`config.mk`:
```
export PLATFORM = sky130hd
export DESIGN_NAME = mont_modexp_ctrl_flat
export DESIGN_NICKNAME = d
export VERILOG_FILES = /design/src/rtl/rsa_pkg.sv /design/src/rtl/mont_modexp_ctrl_if.sv /design/src/rtl/mont_modexp_ctrl.sv /design/src/flat_wrapper.sv
export SDC_FILE = /design/constraint.sdc
export NUM_CORES = 1
export LEC_CHECK = 0
export BUFFER_PORTS_ARGS = -buffer_cell sky130_fd_sc_hd__buf_2
export CAP_MARGIN = 25
export CORE_MARGIN = 2
export CORE_UTILIZATION = 36
export DETAILED_ROUTE_END_ITERATION = 10
export GPL_TIMING_DRIVEN = 0
export PLACE_DENSITY = 0.69
export RECOVER_POWER = 50
export SLEW_MARGIN = 30
export SYNTH_ARGS = -nofsm -noshare
export SYNTH_HDL_FRONTEND = slang
export SYNTH_SLANG_ARGS = --single-unit
```
`constraint.sdc`:
```
create_clock -name clk -period 10.4 [get_ports clk]
set_clock_uncertainty 0.05 [all_clocks]
set_input_delay 1.56 -clock clk [delete_from_list [all_inputs] [get_ports clk]]
set_output_delay 1.56 -clock clk [all_outputs]
set_load 0.005 [all_outputs]
```
`src/rtl/rsa_pkg.sv`:
```
// Shared types for the RSA modular-exponentiation path: controller state and
// Montgomery operation encodings plus the default operand width.
package rsa_pkg;

    localparam int DEFAULT_WORD_WIDTH = 32;

    typedef enum logic [1:0] {
        IDLE,
        ISSUE,
        WAIT,
        FINISH
    } modexp_state_t;

    typedef enum logic [2:0] {
        TO_MONT_B,
        TO_MONT_1,
        SQUARE,
        MUL,
        FROM_MONT
    } modexp_op_t;

endpackage

```
`src/rtl/mont_modexp_ctrl_if.sv`:
```
// Request/response bus between the modexp controller (master) and a
// montgomery_mult instance (slave).
interface mont_modexp_ctrl_if
    import rsa_pkg::*;
#(
    parameter int WORD_WIDTH = DEFAULT_WORD_WIDTH
);

    logic                  mm_enable;
    logic [WORD_WIDTH-1:0] mm_x;
    logic [WORD_WIDTH-1:0] mm_y;
    logic [WORD_WIDTH-1:0] mm_m;
    logic [WORD_WIDTH:0]   mm_R;
    logic                  mm_done;
    logic [WORD_WIDTH-1:0] mm_result;

    modport master (
        output mm_enable, mm_x, mm_y, mm_m, mm_R,
        input  mm_done, mm_result
    );

    modport slave (
        input  mm_enable, mm_x, mm_y, mm_m, mm_R,
        output mm_done, mm_result
    );

endinterface

```
`src/rtl/mont_modexp_ctrl.sv`:
```
// Left-to-right square-and-multiply sequencer computing base^exp mod m in the
// Montgomery domain by issuing one request at a time to an external multiplier.
module mont_modexp_ctrl
    import rsa_pkg::*;
#(
    parameter int WORD_WIDTH = DEFAULT_WORD_WIDTH,
    parameter int EXP_WIDTH  = 32
) (
    input  logic                  clk,
    input  logic                  reset,
    input  logic                  enable,
    input  logic [WORD_WIDTH-1:0] m,
    input  logic [WORD_WIDTH-1:0] base,
    input  logic [EXP_WIDTH-1:0]  exp,
    input  logic [WORD_WIDTH-1:0] r2_mod_m,
    output logic                  done,
    output logic [WORD_WIDTH-1:0] result,
    mont_modexp_ctrl_if.master    mm
);

    localparam int IDX_W = (EXP_WIDTH > 1) ? $clog2(EXP_WIDTH) : 1;

    modexp_state_t         state, state_nx;
    modexp_op_t            op, op_nx;
    logic [WORD_WIDTH-1:0] m_r, base_r, r2_r, xbar, acc, result_q;
    logic [EXP_WIDTH-1:0]  exp_r;
    logic [IDX_W-1:0]      bit_idx;
    logic                  done_q;
    logic                  bit_done, last_bit;

    // A bit is finished after its SQUARE when the bit is 0, or after its MUL.
    assign bit_done = ((op == SQUARE) && !exp_r[bit_idx]) || (op == MUL);
    assign last_bit = (bit_idx == '0);

    always_ff @(posedge clk or posedge reset) begin
        if (reset) begin
            state <= IDLE;
            op    <= TO_MONT_B;
        end else begin
            state <= state_nx;
            op    <= op_nx;
        end
    end

    always_comb begin
        state_nx = state;
        op_nx    = op;
        case (state)
            IDLE: begin
                if (enable) begin
                    state_nx = ISSUE;
                    op_nx    = TO_MONT_B;
                end
            end
            ISSUE: state_nx = WAIT;
            WAIT: begin
                if (mm.mm_done) begin
                    state_nx = ISSUE;
                    case (op)
                        TO_MONT_B: op_nx = TO_MONT_1;
                        TO_MONT_1: op_nx = SQUARE;
                        SQUARE:    op_nx = exp_r[bit_idx] ? MUL : (last_bit ? FROM_MONT : SQUARE);
                        MUL:       op_nx = last_bit ? FROM_MONT : SQUARE;
                        default:   state_nx = FINISH;
                    endcase
                end
            end
            FINISH:  state_nx = IDLE;
            default: state_nx = IDLE;
        endcase
    end

    // Operands come straight from held registers, so they stay stable in WAIT.
    always_comb begin
        mm.mm_enable = (state == ISSUE);
        mm.mm_m      = m_r;
        mm.mm_R      = {1'b1, {WORD_WIDTH{1'b0}}};
        mm.mm_x      = acc;
        mm.mm_y      = acc;
        case (op)
            TO_MONT_B: begin
                mm.mm_x = base_r;
                mm.mm_y = r2_r;
            end
            TO_MONT_1: begin
                mm.mm_x = WORD_WIDTH'(1);
                mm.mm_y = r2_r;
            end
            MUL:       mm.mm_y = xbar;
            FROM_MONT: mm.mm_y = WORD_WIDTH'(1);
            default: ;
        endcase
    end

    always_ff @(posedge clk or posedge reset) begin
        if (reset) begin
            m_r      <= '0;
            base_r   <= '0;
            r2_r     <= '0;
            exp_r    <= '0;
            xbar     <= '0;
            acc      <= '0;
            result_q <= '0;
            bit_idx  <= '0;
            done_q   <= 1'b0;
        end else begin
            case (state)
                IDLE: begin
                    if (enable) begin
                        m_r     <= m;
                        base_r  <= base;
                        r2_r    <= r2_mod_m;
                        exp_r   <= exp;
                        bit_idx <= IDX_W'(EXP_WIDTH - 1);
                        done_q  <= 1'b0;
                    end
                end
                WAIT: begin
                    if (mm.mm_done) begin
                        case (op)
                            TO_MONT_B: xbar     <= mm.mm_result;
                            FROM_MONT: result_q <= mm.mm_result;
                            default:   acc      <= mm.mm_result;
                        endcase
                        if (bit_done && !last_bit)
                            bit_idx <= bit_idx - IDX_W'(1);
                    end
                end
                FINISH:  done_q <= 1'b1;
                default: ;
            endcase
        end
    end

    assign done   = done_q;
    assign result = result_q;

endmodule

```
`src/flat_wrapper.sv`:
```
// flat-port wrapper written by rule: the top's interface ports become plain ports
module mont_modexp_ctrl_flat import rsa_pkg::*;
#(
    parameter int WORD_WIDTH = DEFAULT_WORD_WIDTH,
    parameter int EXP_WIDTH  = 32
)
  (clk, reset, enable, m, base, exp, r2_mod_m, done, result, mm_mm_enable, mm_mm_x, mm_mm_y, mm_mm_m, mm_mm_R, mm_mm_done, mm_mm_result);
  mont_modexp_ctrl_if #(.WORD_WIDTH(WORD_WIDTH)) mm_i ();
  input  logic clk;
  input  logic reset;
  input  logic enable;
  input  logic [WORD_WIDTH-1:0] m;
  input  logic [WORD_WIDTH-1:0] base;
  input  logic [EXP_WIDTH-1:0] exp;
  input  logic [WORD_WIDTH-1:0] r2_mod_m;
  output logic done;
  output logic [WORD_WIDTH-1:0] result;
  output wire logic [$bits(mm_i.mm_enable)-1:0] mm_mm_enable;
  output wire logic [$bits(mm_i.mm_x)-1:0] mm_mm_x;
  output wire logic [$bits(mm_i.mm_y)-1:0] mm_mm_y;
  output wire logic [$bits(mm_i.mm_m)-1:0] mm_mm_m;
  output wire logic [$bits(mm_i.mm_R)-1:0] mm_mm_R;
  input wire logic [$bits(mm_i.mm_done)-1:0] mm_mm_done;
  input wire logic [$bits(mm_i.mm_result)-1:0] mm_mm_result;
  assign mm_mm_enable = mm_i.mm_enable;
  assign mm_mm_x = mm_i.mm_x;
  assign mm_mm_y = mm_i.mm_y;
  assign mm_mm_m = mm_i.mm_m;
  assign mm_mm_R = mm_i.mm_R;
  assign mm_i.mm_done = mm_mm_done;
  assign mm_i.mm_result = mm_mm_result;
  mont_modexp_ctrl #(.WORD_WIDTH(WORD_WIDTH), .EXP_WIDTH(EXP_WIDTH)) u_core (.clk(clk), .reset(reset), .enable(enable), .m(m), .base(base), .exp(exp), .r2_mod_m(r2_mod_m), .done(done), .result(result), .mm(mm_i));
endmodule
```
Word-level counts from Yosys, hierarchy flattened
Index checks and enable logic that the tools add are counted.
{"block": "word_totals", "register_bits": 235, "latchBits": 0, "ram_bits": 0, "rom_bits": 0, "in_bits": 164, "wordCells": 66, "mem_count": 0}
{"block": "classes", "addsub": 1, "n_mul": 0, "div": 0, "magnitude_cmp": 1, "eq_ne": 11, "shift": 0, "muxes": 20, "bitwise": 1, "reduce_logical": 21}
{"cell": "32-bit case mux with 3 select lines", "count": 1}
{"cell": "32-bit case mux with 2 select lines", "count": 1}
{"cell": "5-bit 2-to-1 mux", "count": 3}
{"cell": "3-bit 2-to-1 mux", "count": 4}
{"cell": "3-bit case mux with 4 select lines", "count": 1}
{"cell": "5-bit case mux with 2 select lines", "count": 1}
{"cell": "3-bit AND reduction", "count": 3}
{"cell": "2-bit case mux with 4 select lines", "count": 1}
{"cell": "4-bit AND reduction", "count": 2}
{"cell": "3-bit by 2-bit == test with 1-bit output, second input constant", "count": 2}
{"cell": "5-bit by 6-bit < comparator with 1-bit output, second input constant", "count": 1}
{"cell": "2-bit 2-to-1 mux", "count": 3}
{"cell": "3-bit case mux with 2 select lines", "count": 1}
{"cell": "2-bit AND reduction", "count": 3}
{"cell": "1-bit binary-select mux with 5-bit select", "count": 1}
{"cell": "5-bit zero test", "count": 1}
{"cell": "5-bit by 1-bit != test with 1-bit output, second input constant", "count": 1}
{"cell": "5-bit by 1-bit subtractor with 5-bit output, second input constant", "count": 1}
{"cell": "2-bit == test, second input constant", "count": 2}
{"cell": "2-bit != test, second input constant", "count": 2}
{"cell": "2-bit nonzero test", "count": 2}
{"cell": "2-bit OR reduction", "count": 2}
{"cell": "4-bit OR reduction", "count": 1}
{"cell": "3-bit by 1-bit == test with 1-bit output, second input constant", "count": 1}
{"cell": "other kinds (11)", "count": 14}

Depth between registers and ports, before layout
{"block": "logic_depth", "word_depth": 9, "ltp_mapped": 8, "mapped_depth_nobuf": 6}

Least setup slack after synthesis
Ideal clock, no wire load.
{"block": "synth_path", "kind": "register to output", "startpoint": "register u_core.op[1]", "endpoint": "output mm_mm_x[10]", "t_arrival_ps": 1550, "path_slack_ps": 7240, "stages_incl_launch_ff": 7, "n_path_buf": 3, "path_cell_list": "dfrtp_1 > clkbuf_1 > nor2_1 > clkbuf_1 > clkbuf_1 > nand3_1 > o21ai_0"}
{"block": "synth_via", "elab_chain_cells": 2}
{"item": "start, declared", "line": "mont_modexp_ctrl.sv:24", "source": "modexp_op_t op, op_nx;"}
{"item": "start signal, assigned", "line": "mont_modexp_ctrl.sv:41", "source": "op <= op_nx;"}
{"item": "3-bit by 1-bit == test with 1-bit output / 3-bit zero test (equally long branches)", "line": "mont_modexp_ctrl.sv:80", "source": "case (op)"}
{"item": "32-bit case mux with 2 select lines (*)", "line": "mont_modexp_ctrl.sv:80"}
{"item": "end, declared", "line": "flat_wrapper.sv:19", "source": "output wire logic [$bits(mm_i.mm_x)-1:0] mm_mm_x;"}
Every way passes the cells marked *; elsewhere a longest branch is shown, timed or not.

Worst setup path after layout
{"block": "layout_path", "startpoint": "register u_core.op[1]", "endpoint": "output mm_mm_x[26]"}
Same word-level chain as after synthesis.

==> out/qor.yml <==
synth:
  yosysTopAreaCell: "dfrtp_1"
  yosys_warnings: 0
  synth-seq-cells: 235
  synth_edf_count: 0
  synth.area.top_cells: "dfrtp_1, mux2_2, o21ai_0, a222oi_1, nand2_1"
  ys_types: 45
  avgSynthCellArea_um2: 12.1
  netlist_area_um2: 10800
  synth_top_area_share: 0.547
  synth-async-reset-ratio: 1.00
  synthCells: 891
  yosysSeqAreaShare: 0.547
  synth_ff_type: "dfrtp_1"
timing:
  fmax_mhz: 203
  tns_ns: 0
  max-slew-margin-rel: -1.29
  maxSlewViolCount: 74
  setup_viol: 0
  rsz0062_at_grt: "false"
  finalHoldViolCount: 0
  worst_pin_slew_ns: 3.42
  fin_crit_sh: 0.474
  period_minus_slack_ns: 4.93
  fin_ws_ns: 5.47
  whs_ns: 0.449
clocking:
  holdBufCountCts: 0
  cts.path.max_buffers: 3
  clock-root-buffer: "clkbuf_16"
  cts_setup_buffers: 0
  cts_tree: "yes"
  clk_pin_slew_ns: 0.06
  cts.sinks: 235
  insertion_delay_ns: 0.55
  htreeDepth: 1
  cts_made_buffers: 27
  post_cts_resized: 0
pwr:
  p_int_mw: 2.62
  pwr-share-comb: 0.378
  switching_share: 0.342
  peakVddDrop_mv: 0.128
  finalPower_mw: 3.99
  power_density_nw_per_um2: 290
  switching_power_mw: 1.36
  p_leak_nw: 6.74
  pwr-share-clk: 0.239
  seqPwrFrac: 0.382
final_layout:
  final_util: 0.465
  area_delta_synth_final_pct: 27.7
  fin_area_um2: 13700
  layout-drive-gt1-share: 0.455
  fin_nets: 1412
  nFillCells: 2761
  finalNonFillerCells: 1661
placed_design:
  post-place-ws_ns: 6.09
  dpl.hpwl_um: 24200
  io_buffers: 293
  dp.cells: 1607
  placedInstanceArea_um2: 12900
  globalplace.congestion: 0.844
floorplan:
  rows: 63
  io_pins: 327
  die_width_um: 177
  die_h_um: 177
  dieArea_um2: 31300
  initial_utilization: 0.364
  core_area_um2: 29600
setup_path:
  slowest_delay_ns: 0.71
  cp.arrival_ns: 3.32
  timing.rr.end: "u_core.acc[30]"
  cp_common_cell: "clkbuf_1"
  timing.critical_path.to: "mm_mm_x[26]"
  critPathLaunchType: "flop"
  crit_start: "u_core.op[1]"
  path_class: "reg2out"
  cp-end-kind: "primary output"
  cp_slowest_cell: "clkbuf_1"
  r2r_cells: 5
  worstPathRequired_ns: 8.79
  path_cells: "clkbuf_1, nor2_1, clkbuf_1, clkbuf_1, nand3_1, o21ai_0, buf_2"
  critPathMaxFanout: 10
  r2r_slack_ns: 7.61
  reg2reg_from: "u_core.op[1]"
run:
  max_cap_violations: 1
global_routing:
  antenna_found_initial: 5
  grt_max_degree: 83
  grt-ovfl-total: 0
  grt_pass1_wl_um: 50300
  grt_util_all_layers: 0.213
  grt_busiest_layer: "met2"
  gr-usage-met2: 0.347
  grt_pass1_vias: 8537
  use_met3: 0.0380
  use_met1: 0.286
drt:
  drt-vias-per-instance: 5.10
  drtIter0Drc: 813
  vias: 8471
  wl_per_cell_um: 20.2
  firstDrtPassIters: 6
  drc: 0
  postRouteAntennaNets: 0
  finalWirelength_um: 33600
min_path:
  holdCritPathClass: "reg2reg"
status:
  violations: "capacitance limit, slew limit"
  run_status: "finished, violations left"
==> worst min-delay path by stage <==
stage          depth (start not counted)            endpoint          startpoint
2_1_floorplan                          1    u_core.exp_r[18]    u_core.exp_r[18]
3_3_place_gp                           1   u_core.result[22]   u_core.result[22]
3_5_place_dp                           1   u_core.result[12]   u_core.result[12]
4_1_cts                                1   u_core.result[12]   u_core.result[12]
5_1_grt                                1  u_core.mm.mm_m[12]  u_core.mm.mm_m[12]
6_report                               1   u_core.result[22]   u_core.result[22]
==> layout by cell type, fill, tap and decap left out, types with 6 or more instances in the layout <==
cell	n
buf_2	284
dfrtp_1	235
mux2_2	201
nand2_1	74
o21ai_0	71
clkbuf_1	65
inv_1	60
buf_4	34
nand3_1	34
conb_1	33
a222oi_1	31
clkbuf_16	27
nor2_1	16
mux2i_1	14
clkbuf_8	10
a22o_1	8
buf_1	6
==> registers in the layout, indices dropped and copies added (netlist names), 3 cells and up <==
name	flops
u_core.acc	32
u_core.result	32
u_core.bit_idx	5
u_core.mm.mm_m	32
u_core.r2_r	32
u_core.op	3
u_core.base_r	32
u_core.exp_r	32
u_core.xbar	32
==> worst max-delay path, delay by kind of cell, from the launching register on <==
family / cells / cell delay, ns
buf+inv: 4 / 1.64
simple gates: 2 / 0.56
flops: 1 / 0.38
compound gates: 1 / 0.20
==> cell usage after synthesis, types with 8 or more instances <==
master and n:
nand3_1 34, buf_2 10, inv_1 61, o21ai_0 71
nand2_1 74, a222oi_1 31, buf_4 34, dfrtp_1 235
mux2i_1 14, a22o_1 8, nor2_1 16, mux2_2 201
clkbuf_1 41
==> power by group through the flow <==
stage	clock, mW	sequential [mW]	combinational [mW]
floorplan	0	1.48	0.952
global placement	0	1.52	1.49
detailed placement	0	1.53	1.52
CTS	0.973	1.52	1.53
global route	1.01	1.57	1.66
finish	0.954	1.53	1.51
==> layout make-up <==
class | count | area [um^2] | area share
Buffer | 93 | 520 | 0.0379
Clock inverter | 6 | 58.8 | 0.00428
Multi-Input combinational cell | 532 | 4210 | 0.306
Antenna cell | 5 | 12.5 | 0.000911
Tap cell | 390 | 488 | 0.0355
Sequential cell | 235 | 5880 | 0.428
Inverter | 62 | 234 | 0.0170
Clock buffer | 43 | 836 | 0.0609
Timing Repair Buffer | 295 | 1500 | 0.109
==> cells by family after synthesis <==
kind of cell / after synthesis / synth area share
AND/OR/NAND/NOR: 148 / 0.0624
AO/OA/AOI/OAI: 128 / 0.0842
adder cells (fa/ha/maj): 2 / 0.00233
multiplexers: 219 / 0.232
buffers and inverters: 155 / 0.0700
XOR/XNOR: 2 / 0.00163
other: 2 / 0.000698
flip-flops: 235 / 0.547
==> layer usage <==
metal	routed length, um	share of wire
met4	1130	0.034
met2	15600	0.47
met3	2650	0.079
met5	0	0
met1	14200	0.42
Power figures use the tool's default switching activity.
